$ cat config.mk
export PLATFORM = sky130hd
export DESIGN_NAME = rf_wb_arbiter
export DESIGN_NICKNAME = d
export VERILOG_FILES = /design/src/rtl/rf_wb_arbiter.sv
export SDC_FILE = /design/constraint.sdc
export NUM_CORES = 1
export LEC_CHECK = 0
export ABC_AREA = 1
export BUFFER_PORTS_ARGS = -buffer_cell sky130_fd_sc_hd__buf_4
export CAP_MARGIN = 5
export CORE_MARGIN = 5
export CORE_UTILIZATION = 48
export CTS_CLUSTER_DIAMETER = 30
export DETAILED_ROUTE_END_ITERATION = 8
export PLACE_DENSITY = 0.86
export SETUP_SLACK_MARGIN = 0.05
export SLEW_MARGIN = 10
export SYNTH_ARGS = -nofsm -noshare
export SYNTH_HDL_FRONTEND = slang
export SYNTH_SLANG_ARGS = --single-unit
$ cat constraint.sdc
create_clock -name clk -period 3.7 [get_ports clk]
set_input_delay 0 -clock clk [delete_from_list [all_inputs] [get_ports clk]]
set_output_delay 0 -clock clk [all_outputs]
set_load 0.03 [all_outputs]
$ cat src/rtl/rf_wb_arbiter.sv
// Round-robin arbiter sharing the register-file write port between the execute (A)
// and load/store (B) writeback paths, with a registered write stage and pending mask.
module rf_wb_arbiter #(
   parameter int DATA_W = 32,
   parameter int ADDR_W = 5,
   parameter int CNT_W  = 16
) (
   input  logic                 clk,
   input  logic                 rst_n,
   input  logic                 a_valid,
   output logic                 a_ready,
   input  logic [ADDR_W-1:0]    a_addr,
   input  logic [DATA_W-1:0]    a_data,
   input  logic                 b_valid,
   output logic                 b_ready,
   input  logic [ADDR_W-1:0]    b_addr,
   input  logic [DATA_W-1:0]    b_data,
   input  logic                 flush,
   output logic                 rf_en,
   output logic                 rf_we,
   output logic [ADDR_W-1:0]    rf_waddr,
   output logic [DATA_W-1:0]    rf_wdata,
   output logic [2**ADDR_W-1:0] pend_mask,
   output logic [CNT_W-1:0]     wr_count
);

   logic              ptr_b_q, ptr_b_d;
   logic              we_q, we_d;
   logic [ADDR_W-1:0] waddr_q, waddr_d;
   logic [DATA_W-1:0] wdata_q, wdata_d;
   logic [CNT_W-1:0]  cnt_q, cnt_d;
   logic              grant_a, grant_b;

   function automatic logic [CNT_W-1:0] sat_inc(input logic [CNT_W-1:0] v);
      return (v == '1) ? v : v + 1'b1;
   endfunction

   // Issue stage: ptr_b_q set means B wins the next tie
   always_comb begin
      grant_a = a_valid & (~b_valid | ~ptr_b_q);
      grant_b = b_valid & (~a_valid | ptr_b_q);
      a_ready = grant_a & ~flush & rst_n;
      b_ready = grant_b & ~flush & rst_n;
   end

   always_comb begin
      ptr_b_d = ptr_b_q;
      we_d    = 1'b0;
      waddr_d = waddr_q;
      wdata_d = wdata_q;
      cnt_d   = we_q ? sat_inc(cnt_q) : cnt_q;
      // x0 writes are accepted and use their turn but never reach the register file
      if (a_ready) begin
         ptr_b_d = 1'b1;
         if (a_addr != '0) begin
            we_d    = 1'b1;
            waddr_d = a_addr;
            wdata_d = a_data;
         end
      end else if (b_ready) begin
         ptr_b_d = 1'b0;
         if (b_addr != '0) begin
            we_d    = 1'b1;
            waddr_d = b_addr;
            wdata_d = b_data;
         end
      end
   end

   // Write stage
   always_ff @(posedge clk) begin
      if (!rst_n) begin
         ptr_b_q <= 1'b0;
         we_q    <= 1'b0;
         waddr_q <= '0;
         wdata_q <= '0;
         cnt_q   <= '0;
      end else begin
         ptr_b_q <= ptr_b_d;
         we_q    <= we_d;
         waddr_q <= waddr_d;
         wdata_q <= wdata_d;
         cnt_q   <= cnt_d;
      end
   end

   always_comb begin
      pend_mask = '0;
      if (we_q) pend_mask[waddr_q] = 1'b1;
   end

   assign rf_en    = we_q;
   assign rf_we    = we_q;
   assign rf_waddr = waddr_q;
   assign rf_wdata = wdata_q;
   assign wr_count = cnt_q;

endmodule

; Yosys cells after proc, flatten, opt, wreduce, memory -nomap -nowiden
; Index checks and enable logic that the tools add are counted.
[op_classes]
n_bitwise = 13
eq_ne = 2
n_reduce_logical = 7
addsub = 1
muxes = 17
magnitude_cmp = 2
[op_table]
columns = operator, count
row1 = $mux W32, 5
row2 = $mux W5, 4
row3 = $add A16 B1 Y16 const B, 1
row4 = $eq A16 B16 Y1 const B, 1
row5 = $reduce_bool A5 Y1, 2
row6 = $mux W1, 7
row7 = $and A1 B1 Y1, 6
row8 = $lt A5 B6 Y1 const B, 1
row9 = $demux W1 S5, 1
row10 = $ge A5 B1 Y1 const B, 1
row11 = $not A1 Y1, 5
row12 = $reduce_bool A2 Y1, 2
row13 = $reduce_and A3 Y1, 1
row14 = $ne A2 B1 Y1 const B, 1
row15 = $or A1 B1 Y1, 2
row16 = $reduce_and A2 Y1, 1
row17 = $logic_and A1 B1 Y1, 1
[totals]
word_cells = 47
register_bits = 55

; Depth between registers and ports, before layout
[logic_depth]
word_depth = 7
depth_mapped = 10
depth_no_buf = 9

; Least setup slack after synthesis
; No wires, ideal clock.
[synth_timing]
kind = register to register
startpoint = register cnt_q[0] (netlist: wr_count[0])
endpoint = register cnt_q[1] (netlist: wr_count[1])
path_slack_ns = 1.993
arrival_ns = 1.591
path_buffers = 1
synth_period_minus_slack_ns = 1.707
setup_ns = 0.116
stages_incl_launch_ff = 10
cell_sequence = dfxtp_1 ha_1 inv_1 nor2_1 nand2_1 nor2_1 nor2_2 buf_2 nor2_1 nor2_1
[synth_between]
elab_chain_cells = 3
[synth_lines]
columns = item, line
row1 = start: declaration, 31  ; logic [CNT_W-1:0] cnt_q, cnt_d;
row2 = start signal: assignment, 83  ; cnt_q <= cnt_d;
row3 = branches (longest 3 deep; another with $add A16 B1 Y16), -
; Several ways; the timed one is not identified.
; A chain may end at the register's enable or synchronous reset.

; Worst setup path after layout
[layout_timing]
startpoint = register ptr_b_q
endpoint = register wdata_q[21] (netlist: rf_wdata[21])
[layout_between]
elab_chain_cells = 7
[layout_lines]
columns = item, line
row1 = start: declaration, 27  ; logic ptr_b_q, ptr_b_d;
row2 = start signal: assignment, 79  ; ptr_b_q <= ptr_b_d;
row3 = $not A1 Y1, 40  ; grant_a = a_valid & (~b_valid | ~ptr_b_q);
row4 = $or A1 B1 Y1, 40
row5 = $and A1 B1 Y1, 40
row6 = $and A1 B1 Y1 (2 in series), 42  ; a_ready = grant_a & ~flush & rst_n;
row7 = $ne A2 B1 Y1 (no source line) / $reduce_bool A2 Y1 (equally long branches), -
row8 = $reduce_and A3 Y1 (no source line), -
row9 = end signal: assignment, 82  ; wdata_q <= wdata_d;
row10 = end: declaration, 30  ; logic [DATA_W-1:0] wdata_q, wdata_d;
; Several ways; a longest one is shown, not always the timed one.

==> qor.yml <==
cts-root-buf: "clkbuf_8"
ys_warn_count: 0
nets: 735
avgSynthCellArea_um2: 6.02
via_count: 3628
max_cap_violations: 0
seq_area_frac_synth_pct: 36.6
slew_headroom_pct: 49.0
drv_slew: 0
gp_congestion: 0.836
grt_max_degree: 43
critical_path_arrival_ps: 2550
fin_crit_ps: 2340
dieHeight_um: 89.2
drc: 0
synth_seq_cells: 55
synth_area_mm2: 0.00301
syn_inst: 500
diodes: 0
fin_crit_sh_pct: 63.3
netlist-cell-type-count: 22
synth_top_area_share_pct: 36.6
cts_hold_buffers: 2
tns_ps: 0
drive_gt1_share_pct: 27.9
cts_buffer_depth: 2
max_freq_mhz: 427
clock_sinks: 55
io_pins: 168
antenna_found_initial: 0
design_power_total_mw: 1.34
status: "complete, no violations"
dieWidth_um: 89.2
grt.total_usage_pct: 24.6
synth_top_cells_by_area: "dfxtp_1 (37%), nand2_1 (21%), nor2_1 (16%)"
crit_required_ps: 3910
area_delta_synth_final_pct: 45.0
rsz0062_at_grt: "false"
wl_per_cell_um: 13.2
cts_tree: "done"
finalSetupViolations: 0
worstSetupStartpointType: "register"
finClkSkew_ps: 9.38
core_mm2: 0.00599
worstSetupEndpointType: "register"
min_path_type: "input pin to register"
cts_setup_buffers: 0
syn-num-nets: 580
h-tree-depth: 2
gr-total-overflow: 0
p_per_area_mw_per_mm2: 307
cts_buffers: 5
fillers: 485
start_util_pct: 50.2
hold_violations: 0
cts_resized: 0
rows: 28
clk_latency_ps: 310
yosysTopAreaCell: "dfxtp_1"
placement.io_buffers: 167
grt_pass1_wl_mm: 15.6
crit_type: "register to register"
tightest_slew_ps: 760
grt_pass1_vias: 3439
irDropWorstVdd_v: 0.000218
ant_nets: 0
vias_per_cell: 4.96
clk_pin_slew_ps: 90
die-area_mm2: 0.00795
drt_iter0_markers: 133
leakage_nw: 2.14
path_max_fanout: 42
drt_pre_antenna_iters: 4
wl_mm: 9.64
hpwl_mm: 7.32
==> worst max-delay path: stages (launching register included) <==
cell     delay [ps]
dfxtp_1         340
nand2_1         100
nand3_2         130
nor2_8          410
nand2_1         120
nand2_2         550
inv_2           320
nor2_1          190
nor2_1           70
==> cells in the final DEF (no fill, tap or decap), types with 2 or more instances in the layout <==
| cell | n |
|---|---|
| xnor2_1 | 3 |
| inv_2 | 3 |
| inv_1 | 22 |
| nand2_1 | 165 |
| xor2_1 | 3 |
| o21ai_1 | 11 |
| dlygate4sd3_1 | 2 |
| clkbuf_8 | 7 |
| o21ai_0 | 13 |
| nand3_1 | 43 |
| dfxtp_1 | 55 |
| a21oi_1 | 17 |
| buf_4 | 169 |
| nand4_1 | 9 |
| nor2_1 | 127 |
==> synth_stat cells, drive strengths merged <==
library cell	instances
dfxtp	55
inv	25
clkbuf	7
xor2	3
nand2	166
xnor2	3
a21oi	17
nand4	9
buf	16
o21ai	24
nor2	129
nand3	44
ha	1
nor3	1
==> registers in the layout (all words and copies together) (netlist names) <==
name and count:
ptr_b_q 1, rf_wdata 32, rf_waddr 5, rf_en 1, wr_count 16
==> cell families (layout without fill, tap and decap cells) <==
kind of cell | count (synthesis) | in the layout | synth area share (%)
adder cells (fa/ha/maj) | 1 | 1 | 0.416
XOR/XNOR | 6 | 6 | 1.75
buffers and inverters | 48 | 204 | 7.45
AND/OR/NAND/NOR | 349 | 349 | 47.0
flip-flops | 55 | 55 | 36.6
AO/OA/AOI/OAI | 41 | 41 | 6.82
==> final timing paths <==
kind / from / end / slack (ps) / depth (start not counted)
setup / recovery: ptr_b_q / rf_wdata[21] / 1360 / 8
hold / removal: a_data[25] / rf_wdata[25] / 10 / 5
setup reg to reg: ptr_b_q / rf_wdata[21] / 1360 / 8
hold reg to reg: rf_wdata[5] / rf_wdata[5] / 490 / 2
==> stage by stage <==
stage | util [%] | hold WS [ps] | setup slack, ps | instances | cell area, µm²
after floorplan | - | 202 | 1990 | 500 | 3010
after global placement | 70.8 | 320 | 1410 | 721 | 4240
after detailed placement | 70.8 | 330 | 1290 | 721 | 4240
after CTS | 72.8 | 3.35 | 1390 | 731 | 4360
after global routing | 72.8 | 25.0 | 1140 | 731 | 4360
final | 72.8 | 11.2 | 1360 | 731 | 4360
==> final cells by class <==
cell class | count | area, µm² | area share (%)
repair buffers | 171 | 1290 | 29.5
flip-flops and latches | 55 | 1100 | 25.2
well taps | 75 | 93.8 | 2.15
clock buffers | 8 | 100 | 2.29
inverters | 25 | 93.8 | 2.15
multi-input cells | 397 | 1690 | 38.6
==> report_power, final <==
part | switching (mW) | internal [mW] | total, mW
logic | 0.194 | 0.138 | 0.332
registers | 0.0274 | 0.625 | 0.652
clock network | 0.185 | 0.171 | 0.356
total | 0.406 | 0.934 | 1.34
==> metal layers <==
metal  track usage, %  share of wire, %  up-vias
li1                 -                 -     1876
met1             28.6                37     1600
met2             42.8                52      132
met3             7.00               9.1       20
met4             8.93               2.1        0
met5                0                 0        -
No activity file was read; power rests on OpenSTA's default activity.
